`src/rtl/irq_controller.sv`:
```
// Interrupt controller: polled arbitration of NMI + NUM_IRQ maskable channels with one-level NMI nesting.
// Build option IRQ_CTRL_EDGE_EN: edge-captured pending bits cleared on grant; default is level-sampled pending.
module irq_controller #(
  parameter int          NUM_IRQ     = 8,
  parameter logic [31:0] VECTOR_BASE = 32'h0000_0100,
  parameter logic [31:0] VEC_STRIDE  = 32'h10,
  parameter logic [31:0] NMI_VECTOR  = 32'h0000_0080
) (
  input  logic               clk,
  input  logic               rst,
  input  logic [NUM_IRQ-1:0] irq,
  input  logic               nmi,
  input  logic               int_disable,
  input  logic               poll,
  input  logic               mask_we,
  input  logic [NUM_IRQ-1:0] mask_wdata,
  input  logic               eoi,
  output logic               resp_valid,
  output logic               take,
  output logic               take_nmi,
  output logic [31:0]        vector,
  output logic [NUM_IRQ-1:0] pending,
  output logic [NUM_IRQ-1:0] mask,
  output logic [1:0]         in_service
);

  typedef enum logic [1:0] {IDLE, IRQ_SVC, NMI_SVC} state_t;

  state_t             state, state_nxt;
  logic               nested, nested_nxt;
  logic               nmi_pend, nmi_prev;
  logic [NUM_IRQ-1:0] eligible;
  logic [NUM_IRQ-1:0] pending_nxt;
  logic               irq_hit;
  logic [4:0]         irq_idx;
  logic               nmi_grant, irq_grant;
  logic [31:0]        vec_nxt;

`ifdef IRQ_CTRL_EDGE_EN
  logic [NUM_IRQ-1:0] irq_prev;
  logic [NUM_IRQ-1:0] grant_clr;
`endif

  always_comb begin
    eligible = pending & mask;
    irq_hit  = 1'b0;
    irq_idx  = '0;
    // Scan downward so the lowest set index is the one left standing.
    for (int i = NUM_IRQ - 1; i >= 0; i--) begin
      if (eligible[i]) begin
        irq_hit = 1'b1;
        irq_idx = 5'(i);
      end
    end

    nmi_grant = poll && nmi_pend && (state != NMI_SVC);
    irq_grant = poll && !nmi_grant && (state == IDLE) && !int_disable && irq_hit;

    if (nmi_grant)      vec_nxt = NMI_VECTOR;
    else if (irq_grant) vec_nxt = VECTOR_BASE + 32'(irq_idx) * VEC_STRIDE;
    else                vec_nxt = '0;

`ifdef IRQ_CTRL_EDGE_EN
    grant_clr   = irq_grant ? (NUM_IRQ'(1) << irq_idx) : '0;
    // A fresh edge on a bit being granted keeps it set.
    pending_nxt = (pending & ~grant_clr) | (irq & ~irq_prev);
`else
    pending_nxt = irq;
`endif
  end

  // Next-state: eoi retires first, then a grant (decided on pre-eoi state) overrides.
  always_comb begin
    state_nxt  = state;
    nested_nxt = nested;
    if (eoi) begin
      case (state)
        NMI_SVC: begin
          state_nxt  = nested ? IRQ_SVC : IDLE;
          nested_nxt = 1'b0;
        end
        IRQ_SVC: state_nxt = IDLE;
        default: ;
      endcase
    end
    if (nmi_grant) begin
      state_nxt  = NMI_SVC;
      nested_nxt = (state == IRQ_SVC);
    end else if (irq_grant) begin
      state_nxt  = IRQ_SVC;
      nested_nxt = 1'b0;
    end
  end

  always_ff @(posedge clk) begin
    if (rst) begin
      state      <= IDLE;
      nested     <= 1'b0;
      pending    <= '0;
      mask       <= '0;
      nmi_pend   <= 1'b0;
      nmi_prev   <= 1'b0;
      resp_valid <= 1'b0;
      take       <= 1'b0;
      take_nmi   <= 1'b0;
      vector     <= '0;
`ifdef IRQ_CTRL_EDGE_EN
      irq_prev   <= '0;
`endif
    end else begin
      state      <= state_nxt;
      nested     <= nested_nxt;
      pending    <= pending_nxt;
      if (mask_we) mask <= mask_wdata;
      nmi_pend   <= (nmi_pend & ~nmi_grant) | (nmi & ~nmi_prev);
      nmi_prev   <= nmi;
      resp_valid <= poll;
      take       <= nmi_grant | irq_grant;
      take_nmi   <= nmi_grant;
      vector     <= vec_nxt;
`ifdef IRQ_CTRL_EDGE_EN
      irq_prev   <= irq;
`endif
    end
  end

  assign in_service = {state == NMI_SVC, (state == IRQ_SVC) || ((state == NMI_SVC) && nested)};

endmodule

```
`config.mk`:
```
export PLATFORM = sky130hd
export DESIGN_NAME = irq_controller
export DESIGN_NICKNAME = d
export VERILOG_FILES = /design/src/rtl/irq_controller.sv
export SDC_FILE = /design/constraint.sdc
export NUM_CORES = 1
export LEC_CHECK = 0
export CAP_MARGIN = 40
export CORE_MARGIN = 3
export CORE_UTILIZATION = 39
export DETAILED_ROUTE_END_ITERATION = 8
export GPL_ROUTABILITY_DRIVEN = 1
export PLACE_DENSITY = 0.84
export SETUP_SLACK_MARGIN = 0.3
export SLEW_MARGIN = 5
export SYNTH_ARGS = -nofsm -noshare
export SYNTH_HDL_FRONTEND = slang
export SYNTH_SLANG_ARGS = --single-unit
export TNS_END_PERCENT = 10
```
`constraint.sdc`:
```
create_clock -name clk -period 4.47 [get_ports clk]
set_clock_uncertainty 0.1 [all_clocks]
set_input_delay 1.341 -clock clk [delete_from_list [all_inputs] [get_ports clk]]
set_output_delay 1.341 -clock clk [all_outputs]
set_load 0.01 [all_outputs]
```
After elaboration in Yosys (flattened, before gate mapping)
Index checks and enable logic that the tools add are counted.
Operators by class
  add/subtract/negate cells: 1
  equality and inequality tests: 3
  muxes and demuxes: 27
  bitwise operators: 8
  reductions and logical operators: 21
Operator list (count)
  5-bit 2-to-1 mux: 7
  8-bit 2-to-1 mux: 2
  1-bit 2-to-1 mux: 13
  9-bit by 9-bit adder with 10-bit output (first input constant): 1
  3-bit nonzero test: 3
  8-bit AND: 1
  1-bit logical AND: 7
  2-bit 2-to-1 mux: 3
  2-bit AND reduction: 3
  2-bit one-hot mux with 2 select lines: 1
  4-bit nonzero test: 1
  3-bit 2-to-1 mux: 1
  1-bit NOT: 3
  3-bit OR reduction: 1
  1-bit AND: 2
  2-bit by 1-bit equality test with 1-bit output (second input constant): 1
  2-bit equality test (second input constant): 1
  1-bit zero test: 2
  2-bit zero test: 1
  2-bit inequality test (second input constant): 1
  1-bit bitwise OR: 2
  2-bit nonzero test: 1
  2-bit OR reduction: 1
  1-bit logical OR: 1
Word-level totals
  bits in registers: 34
  input bits: 23
  output and inout port bits: 53
  word-level logic and storage cells: 72

Depth between registers and ports, before layout
Gate-level depths: netlist of run 1.
  depth after elaboration: 12
  mapped depth: 5
  depth with buffers taken out: 4

Worst setup path before layout of run 1
OpenSTA, ideal clock, no wires.
  path type: register -> output
  from: register state[1]
  to: output in_service[0]
  arrival: 0.922 ns
  required time: 3.029 ns
  setup slack: 2.107 ns
  stages on the path, launching flop included: 5
  buffers on the path: 1
  path through: dfxtp_1 > nor2b_1 > clkbuf_1 > nand2_1 > o21ai_0
Between the ends
  word-level cells in the longest chain between the ends: 3
Ends and longest elaborated chain
  start: declaration: RTL line 29  | state_t state, state_nxt;
  start signal: assignment: RTL line 111  | state <= state_nxt;
  2-bit equality test
  named net in_service[1]: RTL line 24  | output logic [1:0] in_service
  1-bit logical AND: RTL line 127  | assign in_service = {state == NMI_SVC, (state == IRQ_SVC) || ((state == NMI_SVC) && nested)};
  1-bit logical OR: RTL line 127
  end: declaration: RTL line 24
The timed path passes the listed nets, and every way through them passes these cells.

Final worst setup path of run 1
  from: register state[1]
  to: output in_service[0]
Between the ends
  word-level cells in the longest chain between the ends: 3
Ends and longest elaborated chain (RTL line)
  2-bit equality test: 127
  1-bit logical AND: 127
  1-bit logical OR (*): 127
Every way passes the cells marked *; elsewhere a longest branch is shown, timed or not.

==> results of run 1 <==
-- state kept, by name (all words and copies together), names as in the netlist, 2 cells and up --
name / cells
mask: 8
state: 2
vector: 4
pending: 8
-- through the flow --
| step | power, mW | cell area, µm² | utilization |
|---|---|---|---|
| global placement | 0.360 | 1650 | 0.570 |
| floorplan | 0.333 | 1350 | - |
| CTS | 0.479 | 1690 | 0.583 |
| finish | 0.476 | 1690 | 0.583 |
| detailed placement | 0.363 | 1650 | 0.570 |
| global route | 0.496 | 1690 | 0.583 |
-- cells by family (layout without fill, tap and decap cells) --
| kind of cell | after synthesis | after routing | synth area share |
|---|---|---|---|
| compound gates | 17 | 17 | 0.107 |
| buf+inv | 36 | 56 | 0.192 |
| flops | 28 | 28 | 0.449 |
| mux | 8 | 8 | 0.0641 |
| other cells | 1 | 27 | 0.00300 |
| simple gates | 44 | 44 | 0.184 |
-- power by group through the flow --
stage | combinational [mW] | sequential [mW] | clock, mW
floorplan | 0.0539 | 0.279 | 0
global placement | 0.0847 | 0.276 | 0
detailed placement | 0.0863 | 0.277 | 0
CTS | 0.0867 | 0.271 | 0.121
global route | 0.0939 | 0.273 | 0.130
finish | 0.0867 | 0.271 | 0.118
-- area by class of cell --
| class | count | area share |
|---|---|---|
| clock buffers | 4 | 0.0215 |
| inverters | 4 | 0.00888 |
| multi-input cells | 96 | 0.323 |
| flip-flops and latches | 28 | 0.332 |
| well taps | 42 | 0.0311 |
| repair buffers | 48 | 0.284 |
-- cells in the mapped netlist, types with 2 or more instances --
master	n
dfxtp_1	28
buf_4	28
nor2b_1	10
a22oi_1	2
a21oi_1	3
mux2i_1	8
clkbuf_1	4
nor2_1	13
o21ai_0	3
nand2_1	11
inv_1	4
or2b_1	2
-- worst max-delay path, stage by stage (launching register included) --
cell and delay [ps]:
dfxtp_1 390, nor2b_1 390, nand2_1 100, o21ai_0 90, clkdlybuf4s50_1 560
-- routing by layer --
metal,part of all wire,global-route usage,up-vias,wire length [µm]
met5,0,0,-,0
met4,0.013,0.0523,0,34
met3,0.082,0.0378,4,216
li1,-,-,483,-
met2,0.53,0.244,47,1400
met1,0.38,0.135,432,999
-- cells in the final DEF (no fill, tap or decap), types with 2 or more instances in the layout --
cell type | synthesis | routed
nor2_1 | 13 | 13
mux2i_1 | 8 | 8
inv_1 | 4 | 4
or2b_1 | 2 | 2
conb_1 | 1 | 27
o21ai_0 | 3 | 3
dfxtp_1 | 28 | 28
clkdlybuf4s50_1 | 0 | 48
nand2_1 | 11 | 11
clkbuf_4 | 0 | 3
nor2b_1 | 10 | 10
a21oi_1 | 3 | 3
a22oi_1 | 2 | 2
-- worst max-delay path by stage --
stage               depth (start not counted)      from  slack, ps            end
floorplan                                   4  state[1]       2110  in_service[0]
global placement                            3       rst       1350      vector[5]
detailed placement                          3       rst       1300      vector[5]
CTS                                         4  state[1]       1190  in_service[0]
global route                                4  state[1]       1010  in_service[0]
finish                                      4  state[1]       1180  in_service[0]
==> results.ini, run 1 <==
[run_status]
status=finished clean

[placed_design]
place.gp.congestion=0.790
dp_slack_ps=1300
dp.cells=218
dp_hpwl_um=2160
io_buffers=48

[cts]
clock_latency_ps=310
cts.repair.resized=0
cts_setup_buffers=0
cts-root-buf=clkbuf_4
htree_levels=1
clock_path_buffers=2
cts_tree=done
holdBufCountCts=0
clk_pin_slew_ps=140
cts.sinks=28
numCtsBuffers=3

[drt]
wl_per_cell_um=11.9
routed_wl_um=2650
drt-initial-drc-count=15
vias=966
ant_nets=0
drt-vias-per-instance=4.35
drc=0
first_pass_iters=4

[critical_path]
r2r-end=vector[5]
reg2reg_depth=4
critPathKind=flop to output port
rrSetupSlack_ps=2860
required_ps=3030
worstPathMaxFanout=7
cp-start-kind=flop
cp.arrival_ps=1840
r2r-start=mask[7]
end_kind=output port

[sta]
whs_ps=406
period_minus_slack_ps=3290
max_freq_mhz=304
rsz0062_at_grt=no
fin_tns_setup_ps=0
timing.final.hold_violations=0
tightest_slew_ps=817
setup_viol=0
slew_headroom=0.454
layout_setup_ws_ps=1180
maxSlewViolCount=0
timing.final.crit_share=0.735

[layout]
nets=204
drive_gt1_frac=0.0500
antennaDiodeCount=0
area_growth_pct=35.4
register_area_um2=561
multiInputGateArea_um2=546
fin_cells=222
fillers=279

[logic_synthesis]
syn_area_mm2=0.00125
yosysSeqAreaShare=0.449
synth_area_leaders=dfxtp_1, buf_4, mux2i_1
avgSynthCellArea_um2=9.32
synth_edf_count=0
ys_types=30
synth.top_cell.area_share=0.449
synth.ff_latch_count=28
synthArstFlopShare=0
synth_area_leader_cell=dfxtp_1
synth_cells=134
synth_ff_type=dfxtp_1
yosys_warnings=0

[power_and_ir_drop]
power.leakage_nw=0.710
vdd_drop_max_uv=159
p_sw_frac=0.247
p_sw_uw=117
internal_power_uw=359
combPwrFrac=0.182
powerDensity_mw_per_mm2=282
p_seq_frac=0.569
p_clk_frac=0.249

[floorplanning]
rows=19
fp.dieH_um=62.6
initial_utilization=0.431
fp.coreArea_mm2=0.00290
dieArea_mm2=0.00392
die_x_um=62.6
ios=76

[global_routing]
grt_max_degree=25
antenna_found_initial=0
grt_pass1_vias=952
grt.overflow.total=0
gr-usage-all-layers=0.130
grt_pass1_wl_um=4160

[min_path]
min_path_cells=2
hold_end=nmi_pend
min-delay-start=nmi_prev
hp-class=flop to flop

[flow_run]
cap_violations=0

(Power assumes the default switching activity.)
==> inputs of run 2 (changes only) <==
--- a/config.mk
+++ b/config.mk
@@ -7,10 +7,10 @@
 export LEC_CHECK = 0
 export CAP_MARGIN = 40
 export CORE_MARGIN = 3
-export CORE_UTILIZATION = 39
+export CORE_UTILIZATION = 33
 export DETAILED_ROUTE_END_ITERATION = 8
 export GPL_ROUTABILITY_DRIVEN = 1
-export PLACE_DENSITY = 0.84
+export PLACE_DENSITY = 0.75
 export SETUP_SLACK_MARGIN = 0.3
 export SLEW_MARGIN = 5
 export SYNTH_ARGS = -nofsm -noshare
==> constraint.sdc (replaced) <==
create_clock -name clk -period 2.78 [get_ports clk]
set_clock_uncertainty 0.1 [all_clocks]
set_input_delay 0.834 -clock clk [delete_from_list [all_inputs] [get_ports clk]]
set_output_delay 0.834 -clock clk [all_outputs]
set_load 0.01 [all_outputs]
==> run 2 against run 1 <==
Compared with the run above: clock power grew 110%; non-clock buffer count grew 2; critical path depth shrank 2; flip-flop and latch count is the same; final cell count grew 2.7%; sequential power grew 61%; routed wire length shrank 2.3%; critical endpoint is now in_service[1]; combinational power grew 64%; first-iteration DRC count grew 110%.
==> results.ini, run 2 (synthesized netlist as in run 1, its figures left out) <==
[critical_path]
crit_buf_inv=1
critPathKind=flop to output port
path_cells=nor2b_4 > clkdlybuf4s50_1
cp-start-kind=flop
required_ps=1850
cp.arrival_ps=1360
worstPathMaxFanout=4
crit_path_top_delay_cell=clkdlybuf4s50_1
cpLargestDelayFamily=buffers and inverters
end_kind=output port
slowest_delay_ps=540

[global_routing]
grt_pass1_vias=841
grt.overflow.total=0
antenna_found_initial=0
grt_pass1_wl_um=3880
gr-usage-all-layers=0.113
grt_max_degree=24

[sta]
timing.final.hold_violations=0
slew_headroom=0.640
max_freq_mhz=435
timing.final.crit_share=0.827
maxSlewViolCount=0
period_minus_slack_ps=2300
fin_tns_setup_ps=0
setup_viol=0
rsz0062_at_grt=no
tightest_slew_ps=538

[flow_run]
cap_violations=0

[drt]
routed_wl_um=2590
drt-initial-drc-count=31
wl_per_cell_um=11.3
first_pass_iters=4
ant_nets=0
drc=0
vias=945
drt-vias-per-instance=4.14

[layout]
area_growth_pct=39.4
drive_gt1_frac=0.0714
antennaDiodeCount=0
final_cell_mix=clkdlybuf4s50_1, conb_1, dfxtp_1
nets=206
final_common_cell=clkdlybuf4s50_1
fin_cells=228
top_regs=mask: 8 flops, pending: 8 flops, vector: 4 flops

[floorplanning]
fp.coreArea_mm2=0.00349
ios=76
initial_utilization=0.357
fp.dieH_um=67.5
die_x_um=67.5
rows=21
dieArea_mm2=0.00456

[placed_design]
dp.cells=223
place.gp.congestion=0.795
dp_hpwl_um=2060
io_buffers=48

[cts]
cts_tree=done
clk_pin_slew_ps=90
cts.sinks=28
numCtsBuffers=3
cts-root-buf=clkbuf_8
htree_levels=1
clock_latency_ps=270
clock_path_buffers=2

[power_and_ir_drop]
power.leakage_nw=0.747
powerDensity_mw_per_mm2=472
vdd_drop_max_uv=231

[min_path]
hp-class=flop to flop

[run_status]
status=finished clean

[run 2: changes by cell type in the layout (fill, tap and decap cells not counted), sizes merged]
| cell | change |
|---|---|
| clkdlybuf4s50 | -1 |
| dlymetal6s2s | +1 |
| buf | +2 |
[run 2: final timing paths]
| path | startpoint | slack [ps] | cells after the start | endpoint |
|---|---|---|---|---|
| min reg2reg | nmi_prev | 380 | 2 | nmi_pend |
| min | nmi_prev | 380 | 2 | nmi_pend |
| max reg2reg | mask[7] | 1200 | 4 | vector[5] |
| max | state[1] | 480 | 2 | in_service[1] |
[run 2: worst min-delay path: stages (launching register included)]
cell,delay [ps]
dfxtp_1,310
nand2b_1,90
a21oi_1,50
[run 2: routing by layer]
layer	track usage	vias to the layer above	routed length, µm
li1	-	483	-
met1	0.141	425	1050
met2	0.190	35	1350
met3	0.0233	2	157
met4	0.0456	0	32
met5	0	-	0
[run 2: metrics by stage]
| stage | instance area (µm²) | utilization | setup WS (ps) | hold slack, ps | total power [mW] |
|---|---|---|---|---|---|
| 2_1_floorplan | 1350 | - | 924 | 362 | 0.536 |
| 3_3_place_gp | 1670 | 0.477 | 405 | 370 | 0.583 |
| 3_5_place_dp | 1670 | 0.477 | 380 | 372 | 0.584 |
| 4_1_cts | 1740 | 0.497 | 337 | 385 | 0.829 |
| 5_1_grt | 1740 | 0.498 | 418 | 425 | 0.860 |
| 6_report | 1740 | 0.498 | 481 | 381 | 0.821 |
[run 2: repair_timing]
action	CTS	global route
endpoints found under the setup margin	2	1
buffers inserted	1	0
gates resized for setup	2	2
hold buffers	0	0
[run 2: area by class of cell]
cell class / instances / area, µm²
Fill cell: 323 / 1750
Tap cell: 46 / 57.6
Multi-Input combinational cell: 96 / 553
Clock buffer: 4 / 55.1
Sequential cell: 28 / 562
Inverter: 4 / 15.0
Timing Repair Buffer: 50 / 498
[run 2: power breakdown]
group / switching [mW] / total, mW / internal, mW
clock network: 0.117 / 0.244 / 0.127
logic: 0.0632 / 0.142 / 0.0788
registers: 0.0154 / 0.435 / 0.420
total: 0.196 / 0.821 / 0.625
